===== src/rtl/mem_arb_pkg.sv =====
// Shared types and constants for the fetch / load-store memory port arbiter.
package mem_arb_pkg;

  typedef enum logic [1:0] {IDLE, ISSUE, WAIT, RESP} arb_state_t;
  typedef enum logic {OWN_IF, OWN_D} owner_t;

  localparam logic [3:0] BE_FULL = 4'hF;

endpackage


===== src/rtl/arb_pick2.sv =====
// Two-way owner picker: fixed data-over-fetch priority, or round-robin on ties
// when MEM_ARB_RR_EN is defined (the port granted last loses the next tie).
module arb_pick2
  import mem_arb_pkg::*;
(
  input  logic [1:0] req,    // [1] = data port, [0] = fetch port
  input  owner_t     last,
  output owner_t     owner
);

  always_comb begin
    // NOTE: default first so every path assigns owner and no latch is inferred.
    owner = last;
`ifdef MEM_ARB_RR_EN
    if (req == 2'b11)  owner = (last == OWN_IF) ? OWN_D : OWN_IF;
    else if (req[1])   owner = OWN_D;
    else if (req[0])   owner = OWN_IF;
`else
    if (req[1])        owner = OWN_D;
    else if (req[0])   owner = OWN_IF;
`endif
  end

endmodule


===== src/rtl/mem_port_arbiter.sv =====
// Shares one single-port synchronous RAM between the fetch and load/store ports,
// one access in flight at a time. Tie policy selected by MEM_ARB_RR_EN.
module mem_port_arbiter
  import mem_arb_pkg::*;
#(
  parameter int AW      = 32,
  parameter int DW      = 32,
  parameter int MEM_LAT = 1
) (
  input  logic          clk,
  input  logic          clearb,
  input  logic          if_req,
  input  logic [AW-1:0] if_addr,
  output logic          if_gnt,
  output logic          if_rvalid,
  output logic [DW-1:0] if_rdata,
  input  logic          d_req,
  input  logic          d_we,
  input  logic [3:0]    d_be,
  input  logic [AW-1:0] d_addr,
  input  logic [DW-1:0] d_wdata,
  output logic          d_gnt,
  output logic          d_rvalid,
  output logic [DW-1:0] d_rdata,
  output logic          mem_en,
  output logic          mem_we,
  output logic [3:0]    mem_be,
  output logic [AW-1:0] mem_addr,
  output logic [DW-1:0] mem_wdata,
  input  logic [DW-1:0] mem_rdata,
  output logic          busy
);

  localparam int             CW       = $clog2(MEM_LAT + 1);
  localparam logic [CW-1:0]  CNT_ONE  = CW'(1);
  localparam logic [CW-1:0]  CNT_LAST = CW'(MEM_LAT);

  if (MEM_LAT < 1 || MEM_LAT > 4) begin : g_lat_chk
    $error("mem_port_arbiter: MEM_LAT=%0d outside 1..4", MEM_LAT);
  end

  arb_state_t    state;
  owner_t        owner_q;
  owner_t        last_owner;
  owner_t        pick;
  logic          we_q;
  logic [CW-1:0] cnt;

  arb_pick2 u_pick (
    .req   ({d_req, if_req}),
    .last  (last_owner),
    .owner (pick)
  );

  assign busy = (state != IDLE);

  // NOTE: all state here uses non-blocking assignments so every register
  // samples pre-edge values, independent of statement order.
  always_ff @(posedge clk or negedge clearb) begin
    if (!clearb) begin
      state      <= IDLE;
      owner_q    <= OWN_IF;
      last_owner <= OWN_D;   // "last granted data" makes fetch win the first tie
      we_q       <= 1'b0;
      cnt        <= '0;
      if_gnt     <= 1'b0;
      if_rvalid  <= 1'b0;
      if_rdata   <= '0;
      d_gnt      <= 1'b0;
      d_rvalid   <= 1'b0;
      d_rdata    <= '0;
      mem_en     <= 1'b0;
      mem_we     <= 1'b0;
      mem_be     <= '0;
      mem_addr   <= '0;
      mem_wdata  <= '0;
    end else begin
      if_gnt    <= 1'b0;
      d_gnt     <= 1'b0;
      if_rvalid <= 1'b0;
      d_rvalid  <= 1'b0;
      mem_en    <= 1'b0;
      mem_we    <= 1'b0;
      case (state)
        IDLE: begin
          // The command is captured straight into the memory-side registers.
          if (if_req || d_req) begin
            owner_q <= pick;
            state   <= ISSUE;
            mem_en  <= 1'b1;
            if (pick == OWN_D) begin
              d_gnt     <= 1'b1;
              mem_we    <= d_we;
              mem_be    <= d_be;
              mem_addr  <= d_addr;
              mem_wdata <= d_wdata;
              we_q      <= d_we;
            end else begin
              if_gnt    <= 1'b1;
              mem_be    <= BE_FULL;
              mem_addr  <= if_addr;
              we_q      <= 1'b0;
            end
          end
        end
        ISSUE: begin
          last_owner <= owner_q;
          cnt        <= CNT_ONE;
          state      <= WAIT;
        end
        WAIT: begin
          if (cnt == CNT_LAST) begin
            cnt   <= '0;
            state <= RESP;
            if (owner_q == OWN_IF) begin
              if_rdata  <= mem_rdata;
              if_rvalid <= 1'b1;
            end else begin
              d_rdata   <= we_q ? '0 : mem_rdata;
              d_rvalid  <= 1'b1;
            end
          end else begin
            cnt <= cnt + CNT_ONE;
          end
        end
        RESP:    state <= IDLE;
        default: state <= IDLE;
      endcase
    end
  end

endmodule


===== config.mk =====
export PLATFORM = sky130hd
export DESIGN_NAME = mem_port_arbiter
export DESIGN_NICKNAME = d
export VERILOG_FILES = /design/src/rtl/mem_arb_pkg.sv /design/src/rtl/arb_pick2.sv /design/src/rtl/mem_port_arbiter.sv
export SDC_FILE = /design/constraint.sdc
export NUM_CORES = 1
export LEC_CHECK = 0
export CAP_MARGIN = 20
export CORE_UTILIZATION = 46
export CTS_BUF_LIST = sky130_fd_sc_hd__clkbuf_2 sky130_fd_sc_hd__clkbuf_4 sky130_fd_sc_hd__clkbuf_8
export DETAILED_ROUTE_END_ITERATION = 7
export PLACE_DENSITY = 0.95
export SLEW_MARGIN = 20
export SYNTH_ARGS = -nofsm -noshare
export SYNTH_HDL_FRONTEND = slang
export SYNTH_HIERARCHICAL = 1
export SYNTH_SLANG_ARGS = --single-unit

===== constraint.sdc =====
create_clock -name clk -period 3.7 [get_ports clk]
set_input_delay 1.11 -clock clk [delete_from_list [all_inputs] [get_ports clk]]
set_output_delay 1.11 -clock clk [all_outputs]
set_load 0.01 [all_outputs]

==> flow_metrics.env, run 1 <==
export IMPL_synthToLayoutAreaGrowth_pct=55.84
export IMPL_synthesis_nets=604
export IMPL_wire_per_inst_um=17.14
export IMPL_pwr_density_cell_mw_per_mm2=842.1
export IMPL_grt_pass1_vias=4737
export IMPL_via_count=4553
export IMPL_period_minus_slack_ns=2.837
export IMPL_drv_cap=0
export IMPL_syn_area_mm2=0.005936
export IMPL_gp_congestion=0.7415
export IMPL_relSlewSlack_pct=40.53
export IMPL_num_antenna_cells=0
export IMPL_cts_htree_levels=4
export IMPL_die_x_um=115.6
export IMPL_numCtsBuffers=17
export IMPL_fmax_mhz=352.5
export IMPL_rsz0062_at_grt="false"
export IMPL_start_kind="register"
export IMPL_whs_ns=0.4858
export IMPL_place_port_buffers=275
export IMPL_grt_busiest_layer="met2"
export IMPL_grt_max_degree=76
export IMPL_ys_top_cells_by_count="dfrtp_1 (143), nand2_1 (66), o21ai_0 (64)"
export IMPL_met1_usage_pct=26.44
export IMPL_fin_crit_sh_pct=76.67
export IMPL_synth_edff_count=0
export IMPL_peakVddDrop_v=0.0005316
export IMPL_min_path_type="reg -> reg"
export IMPL_path_clk_slew_ns=0.07
export IMPL_cts_buffer_depth=2
export IMPL_setup_viol=0
export IMPL_synth_area_per_cell_um2=12.85
export IMPL_dpl_hpwl_mm=11.44
export IMPL_overflow=0
export IMPL_synth_top_cell_area_share_pct=60.29
export IMPL_drv_slew=0
export IMPL_skew_ns=0.01113
export IMPL_tightest_slew_ns=0.8921
export IMPL_grt_usage_pct=24.13
export IMPL_synth_cells=462
export IMPL_cp_arrival_ns=1.73
export IMPL_wl_mm=15.70
export IMPL_cts_root_buf="clkbuf_8"
export IMPL_yosys_top_cells_area="dfrtp_1 (60%), mux2_4 (7.3%), mux2_2 (7.0%)"
export IMPL_grt_use_met3_pct=7.165
export IMPL_cts_resized=0
export IMPL_leakage_nw=4.122
export IMPL_yosys_area_top_type="dfrtp_1"
export IMPL_fin_nets=875
export IMPL_hold_buffers=0
export IMPL_grt_pass1_wl_mm=24.02
export IMPL_core_area_mm2=0.01262
export IMPL_remaining_drc_errors=0
export IMPL_postPlaceCellArea_mm2=0.008810
export IMPL_antenna_found_initial=0
export IMPL_ys_seq_area_share_pct=60.73
export IMPL_clk_latency_ns=0.44
export IMPL_yosysMostFrequentCell="dfrtp_1"
export IMPL_cp_end_kind="output port"
export IMPL_die_h_um=115.6
export IMPL_finalHoldViolations=0
export IMPL_ant_nets=0
export IMPL_first_iter_violations=213
export IMPL_synth_seq_cells=144
export IMPL_postCtsSetupBuffers=0
export IMPL_num_rows=41
export IMPL_grt_use_met2_pct=42.67
export IMPL_tns_ns=0
export IMPL_clkSinkCount=144
export IMPL_drtPass1Iterations=4
export IMPL_initial_utilization_pct=47.04
export IMPL_path_class="reg -> out"
export IMPL_fin_area_mm2=0.009250
export IMPL_dieArea_mm2=0.01336
export IMPL_yosysWarnings=6
export IMPL_crit_path_max_fanout=4
export IMPL_io_pins=276
export IMPL_via_per_inst=4.971
export IMPL_synthArstFlopShare_pct=100.0
export IMPL_worstPathRequired_ns=2.59
export IMPL_cts_tree="built"
export IMPL_status="completed"
export IMPL_drive_gt1_share_pct=14.52
export IMPL_yosysUniqueCellTypes=25
export IMPL_synth_flop_cell="dfrtp_1"
-- cell usage in the layout, fill, tap and decap left out, types with 5 or more instances in the layout --
cell type and count:
clkbuf_8 17, clkdlybuf4s50_1 274, mux2i_1 33, mux2_2 37, ha_1 5, nand2b_1 32
o21ai_0 64, dfrtp_1 143, clkinv_2 5, nand2_1 66, bufinv_16 5, mux2_4 29
inv_1 7
-- state kept, by name (all words and copies together) (netlist names) --
signal      count
mem_addr       32
we_q            1
cnt             1
last_owner      1
d_rvalid        1
mem_be          4
d_rdata        32
d_gnt           1
if_gnt          1
mem_wdata      32
mem_en          1
state           2
mem_we          1
owner_q         1
if_rvalid       1
if_rdata       32
-- path summary, 6_finish.rpt --
check	slack, ns	to	cells past startpoint	startpoint
worst max-delay path	0.86	busy	4	state[1]
worst min-delay path	0.49	d_rdata[12]	2	d_rdata[12]
worst max register to register	1.75	mem_wdata[1]	7	state[0]
worst min register to register	0.49	d_rdata[12]	2	d_rdata[12]
max in group asynchronous	2.17	d_rdata[23]	2	clearb
min in group asynchronous	0.67	d_rdata[24]	1	clearb
-- area by class of cell --
class / count / area, um^2
flip-flops and latches: 144 / 3605
fillers: 866 / 3369
repair buffers: 279 / 2796
multi-input cells: 282 / 2162
clock buffers: 18 / 241.5
well taps: 172 / 215.2
clock inverters: 12 / 191.4
inverters: 9 / 38.79
-- through the flow --
stage | cells | setup WS [ns] | util (%) | total power [W]
4_1_cts | 916 | 0.8151 | 73.24 | 0.007864
6_report | 916 | 0.8631 | 73.30 | 0.007790
5_1_grt | 916 | 0.7583 | 73.30 | 0.008243
3_3_place_gp | 886 | 0.8361 | 69.81 | 0.006263
2_1_floorplan | 462 | 1.561 | - | 0.004449
3_5_place_dp | 886 | 0.7740 | 69.81 | 0.006456
-- logic make-up after synthesis --
family / Yosys count / synth area share [%]
compound gates: 73 / 6.809
fa+ha+maj: 5 / 1.054
buf+inv: 36 / 3.078
flops: 144 / 60.73
mux: 99 / 19.92
simple gates: 105 / 8.411
-- critical path, cell delays in order (launching register included) --
cell and delay [ns]:
dfrtp_1 0.39, inv_1 0.10, ha_1 0.18, inv_1 0.06, clkdlybuf4s50_1 0.56
-- per-layer routing --
layer | vias up | part of all wire [%]
li1 | 2113 | -
met1 | 2207 | 38
met2 | 198 | 51
met3 | 35 | 7.3
met4 | 0 | 2.8
met5 | - | 0
-- where the power goes --
part	total [W]	switching, W	internal, W
clock	0.00137	0.000576	0.000798
combinational	0.00360	0.00146	0.00214
sequential	0.00281	0.000470	0.00234
total	0.00779	0.00251	0.00528
Power figures use the tool's default switching activity.
==> run 2, diff against run 1 <==
- CORE_UTILIZATION: 46 -> 43
- PLACE_DENSITY: 0.95 -> 0.93
- clock period: 3.7 -> 2.7 ns (I/O delays scaled with it)
==> flow_metrics.env, run 2 (same netlist as run 1, synthesis figures left out) <==
export IMPL_tightest_slew_ns=0.8521
export IMPL_overflow=0
export IMPL_wire_per_inst_um=16.22
export IMPL_cp_end_kind="output port"
export IMPL_initial_utilization_pct=44.47
export IMPL_cts_buffer_depth=2
export IMPL_period_minus_slack_ns=2.520
export IMPL_drv_cap=0
export IMPL_min_path_type="in -> async"
export IMPL_post_layout_nonfiller_instances=927
export IMPL_mostFrequentLayoutCells="clkdlybuf4s50_1 (274), dfrtp_1 (143), nand2_1 (66)"
export IMPL_comb_power_share_pct=46.3
export IMPL_cts_tree="built"
export IMPL_cts_resized=0
export IMPL_cts_root_buf="clkbuf_8"
export IMPL_final_common_cell="clkdlybuf4s50_1"
export IMPL_die_h_um=119.5
export IMPL_pwr_density_cell_mw_per_mm2=1146
export IMPL_crit_path_max_fanout=4
export IMPL_r2r_start="state[0]"
export IMPL_tns_ns=0
export IMPL_gp_congestion=0.7947
export IMPL_seq_area_mm2=0.003605
export IMPL_cp_cell_sequence="inv_1 > ha_1 > inv_1 > clkdlybuf4s50_1"
export IMPL_peakVddDrop_v=0.0006137
export IMPL_fin_nets=880
export IMPL_num_fill_cells=914
export IMPL_utilization_pct=69.99
export IMPL_crit_path_start="state[1]"
export IMPL_worstPathRequired_ns=1.89
export IMPL_antenna_found_initial=0
export IMPL_skew_ns=0.01383
export IMPL_drive_gt1_share_pct=15.31
export IMPL_path_depth=4
export IMPL_r2r_worst_path_cells=8
export IMPL_core_area_mm2=0.01335
export IMPL_start_kind="register"
export IMPL_grt_pass1_vias=4683
export IMPL_remaining_drc_errors=0
export IMPL_place_port_buffers=275
export IMPL_num_rows=42
export IMPL_io_pins=276
export IMPL_dpl_hpwl_mm=11.06
export IMPL_path_class="reg -> out"
export IMPL_rsz0062_at_grt="false"
export IMPL_path_clk_slew_ns=0.08
export IMPL_synthToLayoutAreaGrowth_pct=57.40
export IMPL_pwr_share_seq_pct=36.0
export IMPL_p_sw_share_pct=32.43
export IMPL_num_antenna_cells=0
export IMPL_cts_htree_levels=4
export IMPL_cp_top_family="buffers and inverters"
export IMPL_grt_max_degree=68
export IMPL_crit_path_max_incr_delay_ns=0.56
export IMPL_multiInputGateArea_mm2=0.002155
export IMPL_clkSinkCount=144
export IMPL_drtPass1Iterations=4
export IMPL_hold_buffers=0
export IMPL_clk_latency_ns=0.44
export IMPL_via_per_inst=4.830
export IMPL_slowest_stage="clkdlybuf4s50_1"
export IMPL_p_sw_w=0.003470
export IMPL_intPower_w=0.007232
export IMPL_ant_nets=0
export IMPL_die_x_um=119.5
export IMPL_wl_mm=15.04
export IMPL_crit_end="busy"
export IMPL_grt_pass1_wl_mm=23.89
export IMPL_path_buf_inv=3
export IMPL_numCtsBuffers=17
export IMPL_via_count=4477
export IMPL_fin_crit_sh_pct=93.33
export IMPL_first_iter_violations=267
export IMPL_pwr_share_clk_pct=17.7
export IMPL_reg2reg_slack_ns=0.90
export IMPL_status="completed"
export IMPL_worst_path_most_repeated_cell="inv_1"
export IMPL_finalHoldViolations=0
export IMPL_fmax_mhz=396.9
export IMPL_setup_viol=0
export IMPL_leakage_nw=4.152
export IMPL_reg2reg_to="mem_wdata[24]"
export IMPL_dieArea_mm2=0.01428
export IMPL_drv_slew=0
export IMPL_cp_arrival_ns=1.71
export IMPL_postCtsSetupBuffers=0
export IMPL_grt_usage_pct=21.75
export IMPL_relSlewSlack_pct=43.20
export IMPL_dp_cells=895
run 2: how the worst min path moves through the flow:
stage	to	start
floorplan	owner_q	owner_q
global placement	d_rdata[7]	d_rdata[7]
detailed placement	mem_addr[4]	mem_addr[4]
CTS	mem_addr[3]	clearb
global route	mem_addr[3]	clearb
finish	d_rdata[31]	clearb
run 2: through the flow:
| stage | instance area (um^2) | worst slack, ns | total power (W) | hold slack, ns |
|---|---|---|---|---|
| after floorplan | 5936 | 0.8612 | 0.006096 | 0.4764 |
| after global placement | 8890 | 0.2344 | 0.008638 | 0.4617 |
| after detailed placement | 8890 | 0.1996 | 0.008872 | 0.4699 |
| after CTS | 9343 | 0.1304 | 0.01081 | 0.3268 |
| after global routing | 9343 | 0.05888 | 0.01132 | 0.3420 |
| final | 9343 | 0.1802 | 0.01070 | 0.3332 |
run 2: cell type report:
cell class | count | area share [%]
sequential | 144 | 38.58
tap | 176 | 2.357
clock inverter | 14 | 2.196
timing repair buffer | 284 | 30.74
clock buffer | 18 | 2.652
multi-input combinational | 282 | 23.06
inverter | 9 | 0.4152
run 2: worst register-to-register path: stages (launching register included):
cell and delay, ns:
dfrtp_1 0.38, inv_1 0.14, ha_1 0.24, o21ai_4 0.09, inv_4 0.08, nand2_8 0.07, inv_4 0.15, buf_12 0.21
mux2_4 0.33
run 2: power groups by stage:
stage	clock (W)	sequential, W	combinational (W)
after global routing	0.00204	0.00397	0.00531
final	0.00189	0.00385	0.00495
after floorplan	0	0.00422	0.00187
after CTS	0.00194	0.00386	0.00501
after global placement	0	0.00382	0.00482
after detailed placement	0	0.00387	0.00500
run 2: per-layer routing:
layer | GRT usage (%) | wire, um
met2 | 37.57 | 7845
met3 | 6.749 | 1017
met1 | 25.37 | 5900
met5 | 0 | 0
met4 | 7.969 | 277
==> run 3, diff against run 2 <==
- HOLD_SLACK_MARGIN: unset -> 0.1
==> results of run 3 <==
Final layout, timing and power as in run 2 (identical DEF).
